[config.mk]
export PLATFORM = sky130hd
export DESIGN_NAME = oldland_dbg_regctl_flat
export DESIGN_NICKNAME = d
export VERILOG_FILES = /design/src/rtl/oldland_dbg_regctl_pkg.sv /design/src/rtl/oldland_dbg_regctl_if.sv /design/src/rtl/oldland_dbg_regctl.sv /design/src/flat_wrapper.sv
export SDC_FILE = /design/constraint.sdc
export NUM_CORES = 1
export LEC_CHECK = 0
export BUFFER_PORTS_ARGS = -buffer_cell sky130_fd_sc_hd__buf_4
export CAP_MARGIN = 20
export CORE_AREA = 2 2 126 128
export CTS_CLUSTER_DIAMETER = 40
export DETAILED_ROUTE_END_ITERATION = 16
export DIE_AREA = 0 0 128 130
export GPL_ROUTABILITY_DRIVEN = 0
export PLACE_DENSITY = 0.72
export SETUP_SLACK_MARGIN = 0.3
export SKIP_CTS_REPAIR_TIMING = 1
export SLEW_MARGIN = 20
export SYNTH_ARGS = -nofsm -noshare
export SYNTH_HDL_FRONTEND = slang
export SYNTH_SLANG_ARGS = --single-unit
[constraint.sdc]
create_clock -name clk -period 4.5 [get_ports clk]
set_input_delay 0.225 -clock clk [delete_from_list [all_inputs] [get_ports clk]]
set_output_delay 0.225 -clock clk [all_outputs]
set_load 0.02 [all_outputs]
[src/rtl/oldland_dbg_regctl_pkg.sv]
// Shared definitions for the debug register-file access controller.
package oldland_dbg_pkg;

  localparam int unsigned DEF_REG_SEL_W = 3;
  localparam int unsigned DBG_DATA_W    = 32;

  typedef enum logic [2:0] {
    ST_IDLE,
    ST_WAIT_HALT,
    ST_ACCESS,
    ST_CAPTURE,
    ST_RESP
  } dbg_state_t;

endpackage

[src/rtl/oldland_dbg_regctl_if.sv]
// Request/response bus between the debug controller (master) and the
// register access controller (slave). req_inc exists only when
// OLDLAND_DBG_REGCTL_AUTOINC_EN is defined.
interface oldland_dbg_regctl_if
  import oldland_dbg_pkg::*;
#(
  parameter int unsigned REG_SEL_W = DEF_REG_SEL_W
);
  logic                  req_valid;
  logic                  req_ready;
  logic                  req_wr;
  logic [REG_SEL_W-1:0]  req_sel;
  logic [DBG_DATA_W-1:0] req_wdata;
`ifdef OLDLAND_DBG_REGCTL_AUTOINC_EN
  logic                  req_inc;
`endif
  logic                  rsp_valid;
  logic                  rsp_err;
  logic [DBG_DATA_W-1:0] rsp_rdata;

  modport master (
    output req_valid, req_wr, req_sel, req_wdata,
`ifdef OLDLAND_DBG_REGCTL_AUTOINC_EN
    output req_inc,
`endif
    input  req_ready, rsp_valid, rsp_err, rsp_rdata
  );

  modport slave (
    input  req_valid, req_wr, req_sel, req_wdata,
`ifdef OLDLAND_DBG_REGCTL_AUTOINC_EN
    input  req_inc,
`endif
    output req_ready, rsp_valid, rsp_err, rsp_rdata
  );
endinterface

[src/rtl/oldland_dbg_regctl.sv]
// Sequences debug-side register file accesses: accept one request, wait for
// the core to halt (with timeout), drive the regfile debug port for one
// access cycle, capture read data one cycle later and issue a single-cycle
// response. Optional auto-increment register pointer is enabled by defining
// OLDLAND_DBG_REGCTL_AUTOINC_EN.
module oldland_dbg_regctl
  import oldland_dbg_pkg::*;
#(
  parameter int unsigned REG_SEL_W    = DEF_REG_SEL_W,
  parameter int unsigned HALT_TIMEOUT = 255
) (
  input  logic                  clk,
  input  logic                  rst,
  oldland_dbg_regctl_if.slave   bus,
  input  logic                  cpu_halted,
  output logic                  dbg_en,
  output logic [REG_SEL_W-1:0]  dbg_reg_sel,
  output logic [DBG_DATA_W-1:0] dbg_reg_wr_val,
  output logic                  dbg_reg_wr_en,
  input  logic [DBG_DATA_W-1:0] dbg_reg_val
);

  localparam logic [15:0] HALT_LIMIT = 16'(HALT_TIMEOUT);

  dbg_state_t            state;
  logic                  lat_wr;
  logic [REG_SEL_W-1:0]  lat_sel;
  logic [DBG_DATA_W-1:0] lat_wdata;
  logic [15:0]           halt_cnt;
  logic                  req_ready_q;
  logic                  rsp_valid_q;
  logic                  rsp_err_q;
  logic [DBG_DATA_W-1:0] rsp_rdata_q;
  logic [REG_SEL_W-1:0]  accept_sel;

  assign bus.req_ready = req_ready_q;
  assign bus.rsp_valid = rsp_valid_q;
  assign bus.rsp_err   = rsp_err_q;
  assign bus.rsp_rdata = rsp_rdata_q;

`ifdef OLDLAND_DBG_REGCTL_AUTOINC_EN
  logic [REG_SEL_W-1:0] sel_ptr;

  // Index used for the access: pointer when auto-increment is requested.
  always_comb begin
    accept_sel = bus.req_inc ? sel_ptr : bus.req_sel;
  end

  // Pointer advances past the used index after every completed access only.
  always_ff @(posedge clk) begin
    if (rst) begin
      sel_ptr <= '0;
    end else if (state == ST_CAPTURE) begin
      sel_ptr <= lat_sel + REG_SEL_W'(1);
    end
  end
`else
  // Without auto-increment the requested index is always used.
  always_comb begin
    accept_sel = bus.req_sel;
  end
`endif

  // Access sequencer; every output is registered and set on the transition
  // into the state in which it must be visible.
  always_ff @(posedge clk) begin
    if (rst) begin
      state          <= ST_IDLE;
      req_ready_q    <= 1'b1;
      rsp_valid_q    <= 1'b0;
      rsp_err_q      <= 1'b0;
      rsp_rdata_q    <= '0;
      dbg_en         <= 1'b0;
      dbg_reg_sel    <= '0;
      dbg_reg_wr_val <= '0;
      dbg_reg_wr_en  <= 1'b0;
      lat_wr         <= 1'b0;
      lat_sel        <= '0;
      lat_wdata      <= '0;
      halt_cnt       <= '0;
    end else begin
      rsp_valid_q <= 1'b0;
      case (state)
        ST_IDLE: begin
          if (bus.req_valid && req_ready_q) begin
            lat_wr      <= bus.req_wr;
            lat_sel     <= accept_sel;
            lat_wdata   <= bus.req_wdata;
            halt_cnt    <= '0;
            req_ready_q <= 1'b0;
            state       <= ST_WAIT_HALT;
          end
        end
        ST_WAIT_HALT: begin
          if (cpu_halted) begin
            dbg_en         <= 1'b1;
            dbg_reg_sel    <= lat_sel;
            dbg_reg_wr_en  <= lat_wr;
            dbg_reg_wr_val <= lat_wdata;
            state          <= ST_ACCESS;
          end else begin
            halt_cnt <= halt_cnt + 16'd1;
            if (halt_cnt + 16'd1 == HALT_LIMIT) begin
              rsp_valid_q <= 1'b1;
              rsp_err_q   <= 1'b1;
              rsp_rdata_q <= '0;
              state       <= ST_RESP;
            end
          end
        end
        ST_ACCESS: begin
          dbg_reg_wr_en <= 1'b0;
          state         <= ST_CAPTURE;
        end
        ST_CAPTURE: begin
          dbg_en      <= 1'b0;
          rsp_valid_q <= 1'b1;
          rsp_err_q   <= 1'b0;
          rsp_rdata_q <= lat_wr ? lat_wdata : dbg_reg_val;
          state       <= ST_RESP;
        end
        ST_RESP: begin
          req_ready_q <= 1'b1;
          state       <= ST_IDLE;
        end
        default: begin
          dbg_en        <= 1'b0;
          dbg_reg_wr_en <= 1'b0;
          req_ready_q   <= 1'b1;
          state         <= ST_IDLE;
        end
      endcase
    end
  end

endmodule

[src/flat_wrapper.sv]
// flat-port wrapper written by rule: the top's interface ports become plain ports
module oldland_dbg_regctl_flat import oldland_dbg_pkg::*;
#(
  parameter int unsigned REG_SEL_W    = DEF_REG_SEL_W,
  parameter int unsigned HALT_TIMEOUT = 255
)
  (clk, rst, cpu_halted, dbg_en, dbg_reg_sel, dbg_reg_wr_val, dbg_reg_wr_en, dbg_reg_val, bus_req_valid, bus_req_wr, bus_req_sel, bus_req_wdata, bus_req_ready, bus_rsp_valid, bus_rsp_err, bus_rsp_rdata);
  oldland_dbg_regctl_if #(.REG_SEL_W(REG_SEL_W)) bus_i ();
  input  logic clk;
  input  logic rst;
  input  logic cpu_halted;
  output logic dbg_en;
  output logic [REG_SEL_W-1:0] dbg_reg_sel;
  output logic [DBG_DATA_W-1:0] dbg_reg_wr_val;
  output logic dbg_reg_wr_en;
  input  logic [DBG_DATA_W-1:0] dbg_reg_val;
  input wire logic [$bits(bus_i.req_valid)-1:0] bus_req_valid;
  input wire logic [$bits(bus_i.req_wr)-1:0] bus_req_wr;
  input wire logic [$bits(bus_i.req_sel)-1:0] bus_req_sel;
  input wire logic [$bits(bus_i.req_wdata)-1:0] bus_req_wdata;
  output wire logic [$bits(bus_i.req_ready)-1:0] bus_req_ready;
  output wire logic [$bits(bus_i.rsp_valid)-1:0] bus_rsp_valid;
  output wire logic [$bits(bus_i.rsp_err)-1:0] bus_rsp_err;
  output wire logic [$bits(bus_i.rsp_rdata)-1:0] bus_rsp_rdata;
  assign bus_i.req_valid = bus_req_valid;
  assign bus_i.req_wr = bus_req_wr;
  assign bus_i.req_sel = bus_req_sel;
  assign bus_i.req_wdata = bus_req_wdata;
  assign bus_req_ready = bus_i.req_ready;
  assign bus_rsp_valid = bus_i.rsp_valid;
  assign bus_rsp_err = bus_i.rsp_err;
  assign bus_rsp_rdata = bus_i.rsp_rdata;
  oldland_dbg_regctl #(.REG_SEL_W(REG_SEL_W), .HALT_TIMEOUT(HALT_TIMEOUT)) u_core (.clk(clk), .rst(rst), .bus(bus_i), .cpu_halted(cpu_halted), .dbg_en(dbg_en), .dbg_reg_sel(dbg_reg_sel), .dbg_reg_wr_val(dbg_reg_wr_val), .dbg_reg_wr_en(dbg_reg_wr_en), .dbg_reg_val(dbg_reg_val));
endmodule
==> metrics.md <==
| Metric | Value |
|---|---|
| Detailed placement HPWL | `~11000 um` |
| Family with the most delay on the worst path | `simple AND/OR/NAND/NOR gates` |
| Total power | `2920 uW` |
| Placed cells | `a little under 1000` |
| Finished Core Util | `0.487` |
| Number of diodes | `0` |
| R2R cell count | `6` |
| Top cell type by total area after synthesis | `sky130_fd_sc_hd__dfxtp_1` |
| CTS tree | `built` |
| Count of state elements after synthesis | `127` |
| Number of enable-type register cells in the synthesized netlist | `0` |
| Kind of end point of the critical path | `register` |
| H-tree levels | `4` |
| Number of distinct library cell variants in the gate-level netlist after synthesis | `49` |
| Reg clk slew, reported paths | `roughly 0.06 ns` |
| Number of buffer and inverter instances along the worst setup path | `1` |
| Die area | `around 17000 sq um` |
| Die X | `128 um` |
| Slowest stage cell, crit path | `sky130_fd_sc_hd__or4b_1` |
| Post-synthesis to final-layout area growth | `31.6%` |
| TNS Setup | `0 ns` |
| Number of warning messages in the yosys log | `0` |
| Post-route minimum period | `~3 ns` |
| Average size of a mapped cell | `8.14 sq um` |
| Total number of nets in the final design | `890` |
| Total detailed-routing wirelength | `around 17000 um` |
| Number of cells on the critical path | `6` |
| # DRC | `0` |
| Relative slew slack | `0.319` |
| Most common library cell in the layout ignoring fill and taps | `sky130_fd_sc_hd__nand2_1` |
| Slew Viols, Final | `0` |
| Kind of start point of the critical path | `register` |
| Leading register cell type out of synthesis | `sky130_fd_sc_hd__dfxtp_1` |
| Highest-count cells in the layout ignoring fill and taps | `sky130_fd_sc_hd__nand2_1, sky130_fd_sc_hd__a21oi_1, sky130_fd_sc_hd__buf_4` |
| Sequence of cells on the critical path | `nand4_2 > or4b_1 > mux2i_4 > buf_4 > a21oi_1 > a211oi_1` |
| Worst Max-Slew Pin Slew | `1.02 ns` |
| Initial antenna violation count | `0` |
| Vias in the first global route | `5112` |
| Routed via count | `5434` |
| Worst path required time | `about 4.8 ns` |
| Worst stage delay on the critical path | `0.71 ns` |
| Power Dens Cells | `389 nW/um^2` |
| All-Layer GR Usage | `0.200` |
| Share of cells above drive strength 1 | `0.271` |
| Clock net sink count | `127` |
| FFs w/ async S/R, synth | `0` |
| Initial Util | `0.370` |
| Area of the core | `about 15000 sq um` |
| Share of the clock period used by the worst path | `0.653` |
| Final setup fails | `0` |
| RSZ-0062 raised after global routing | `no` |
| Worst setup timing slack at the placement stage | `1.28 ns` |
| Mapped Area | `5710 sq um` |
| Proportion of netlist area held by the largest area contributor | `0.446` |
| Detailed-routing iteration count for the pre-antenna-repair pass | `5` |
| Inserted Clock Buffers | `17` |
| Least setup slack across all paths after layout | `1.56 ns` |
| Maximum fanout encountered on the critical timing path | `22` |
| Site Rows | `46` |
| Fin. Hold Viols | `0` |
| Vias per std cell | `5.32` |
| Worst-case clock buffer depth | `2` |
| Syn Nets | `775` |
| Max-cap viol count | `0` |
| Hold/Removal Path Class | `in2reg` |
| Critical Path AT | `3.26 ns` |
| Worst hold path depth | `3` |
| Final routed wire length divided by cell count | `between 15 and 20 um` |
| Die Height | `130 um` |
| Status | `finished, final reports clean` |
| Most area-consuming cells after synthesis | `sky130_fd_sc_hd__dfxtp_1, sky130_fd_sc_hd__a21oi_1, sky130_fd_sc_hd__nand2_1` |
| Clock root buffer master | `sky130_fd_sc_hd__clkbuf_16` |
| Worst skew pair latency | `0.42 ns` |
| Number of cells in the finished layout apart from fillers | `1021` |
| Layout Skew | `0.00966 ns` |
| Iter 0 DRT Violations | `between 300 and 400` |
| Wire length of the first global-routing pass | `26100 um` |
| Highest achievable clock rate | `0.340 GHz` |
| Leak Pwr | `roughly 0.0029 uW` |
| Count of port buffers added during placement | `143` |
| Antenna Nets Post-Route | `0` |
| Worst IR drop on VDD | `253 uV` |
| Category of the critical setup timing path | `reg2reg` |
| I/O pin count | `about 140` |
| Pin count of the biggest net entering global routing | `95` |
| Share of synthesized area occupied by flip-flops and latches | `0.446` |
| Syn Inst Count | `701` |
| Global-route congestion overflow total | `0` |
cell usage after synthesis, drive strengths merged (2+ instances only):
| cell type | count |
|---|---|
| inv | 3 |
| nand4 | 4 |
| buf | 15 |
| nand4b | 4 |
| nor2b | 4 |
| ha | 2 |
| nor2 | 53 |
| mux2i | 34 |
| nand3 | 2 |
| nand2 | 157 |
| nor3 | 5 |
| dfxtp | 127 |
| a21oi | 156 |
| a2111oi | 2 |
| or3 | 2 |
| and3 | 2 |
| nor4 | 3 |
| a311oi | 3 |
| a21bo | 3 |
| clkbuf | 45 |
| and2 | 4 |
| nand3b | 4 |
| a31oi | 2 |
| o21ai | 12 |
| or4b | 2 |
| a211oi | 37 |
registers in the layout, indices dropped and copies added, names as in the netlist, 3 cells and up:
register and cells:
u_core.bus.rsp_rdata 32, u_core.dbg_reg_sel 3, u_core.dbg_reg_wr_val 32, u_core.halt_cnt 16, u_core.lat_sel 3, u_core.lat_wdata 32, u_core.state 3
per-stage QoR:
stage	area (sq um)	hold WS, ns
floorplan	5710	0.361
global placement	6880	0.441
detailed placement	6880	0.447
CTS	7480	0.0422
global route	7510	0.0456
finish	7510	0.0526
tightest hold or removal path: cells and delay by family:
kind,cells,cell delay [ns]
buf+inv,1,0.11
simple gates,1,0.04
compound gates,1,0.05
kinds of logic (layout without fill, tap and decap cells):
group	after synthesis	in the layout	share of synthesized area
flip-flops	127	127	0.446
buffers and inverters	63	191	0.0485
adder cells (fa/ha/maj)	2	2	0.00438
AO/OA/AOI/OAI	222	222	0.250
AND/OR/NAND/NOR	251	251	0.188
XOR/XNOR	2	2	0.00307
multiplexers	34	34	0.0603
area by class of cell:
class / instances / area, sq um
Clock buffer: 21 / 440
Clock inverter: 11 / 164
Fill cell: 1502 / 7910
Inverter: 3 / 11.3
Multi-Input combinational cell: 511 / 2930
Sequential cell: 127 / 2550
Tap cell: 192 / 240
Timing Repair Buffer: 156 / 1180
per-layer routing:
metal / up-vias / wire, um / global-route usage
li1: 2675 / - / -
met1: 2571 / 7560 / 0.255
met2: 168 / 7960 / 0.330
met3: 20 / 940 / 0.0529
met4: 0 / 301 / 0.0711
met5: - / 0 / 0
worst paths after layout:
check,to,start,slack [ns]
max,u_core.state[0],u_core.halt_cnt[2],1.56
max reg2reg,u_core.state[0],u_core.halt_cnt[2],1.56
min,u_core.lat_wdata[23],bus_req_wdata[23],0.05
min reg2reg,u_core.dbg_reg_sel[1],u_core.lat_sel[1],0.45
where the power goes:
part	switching [uW]	internal (uW)	leakage [uW]
registers	42.7	1160	0.00103
logic	165	119	0.00160
clock network	509	924	0.000291
total	717	2210	0.00292
No activity file was read; power rests on OpenSTA's default activity.
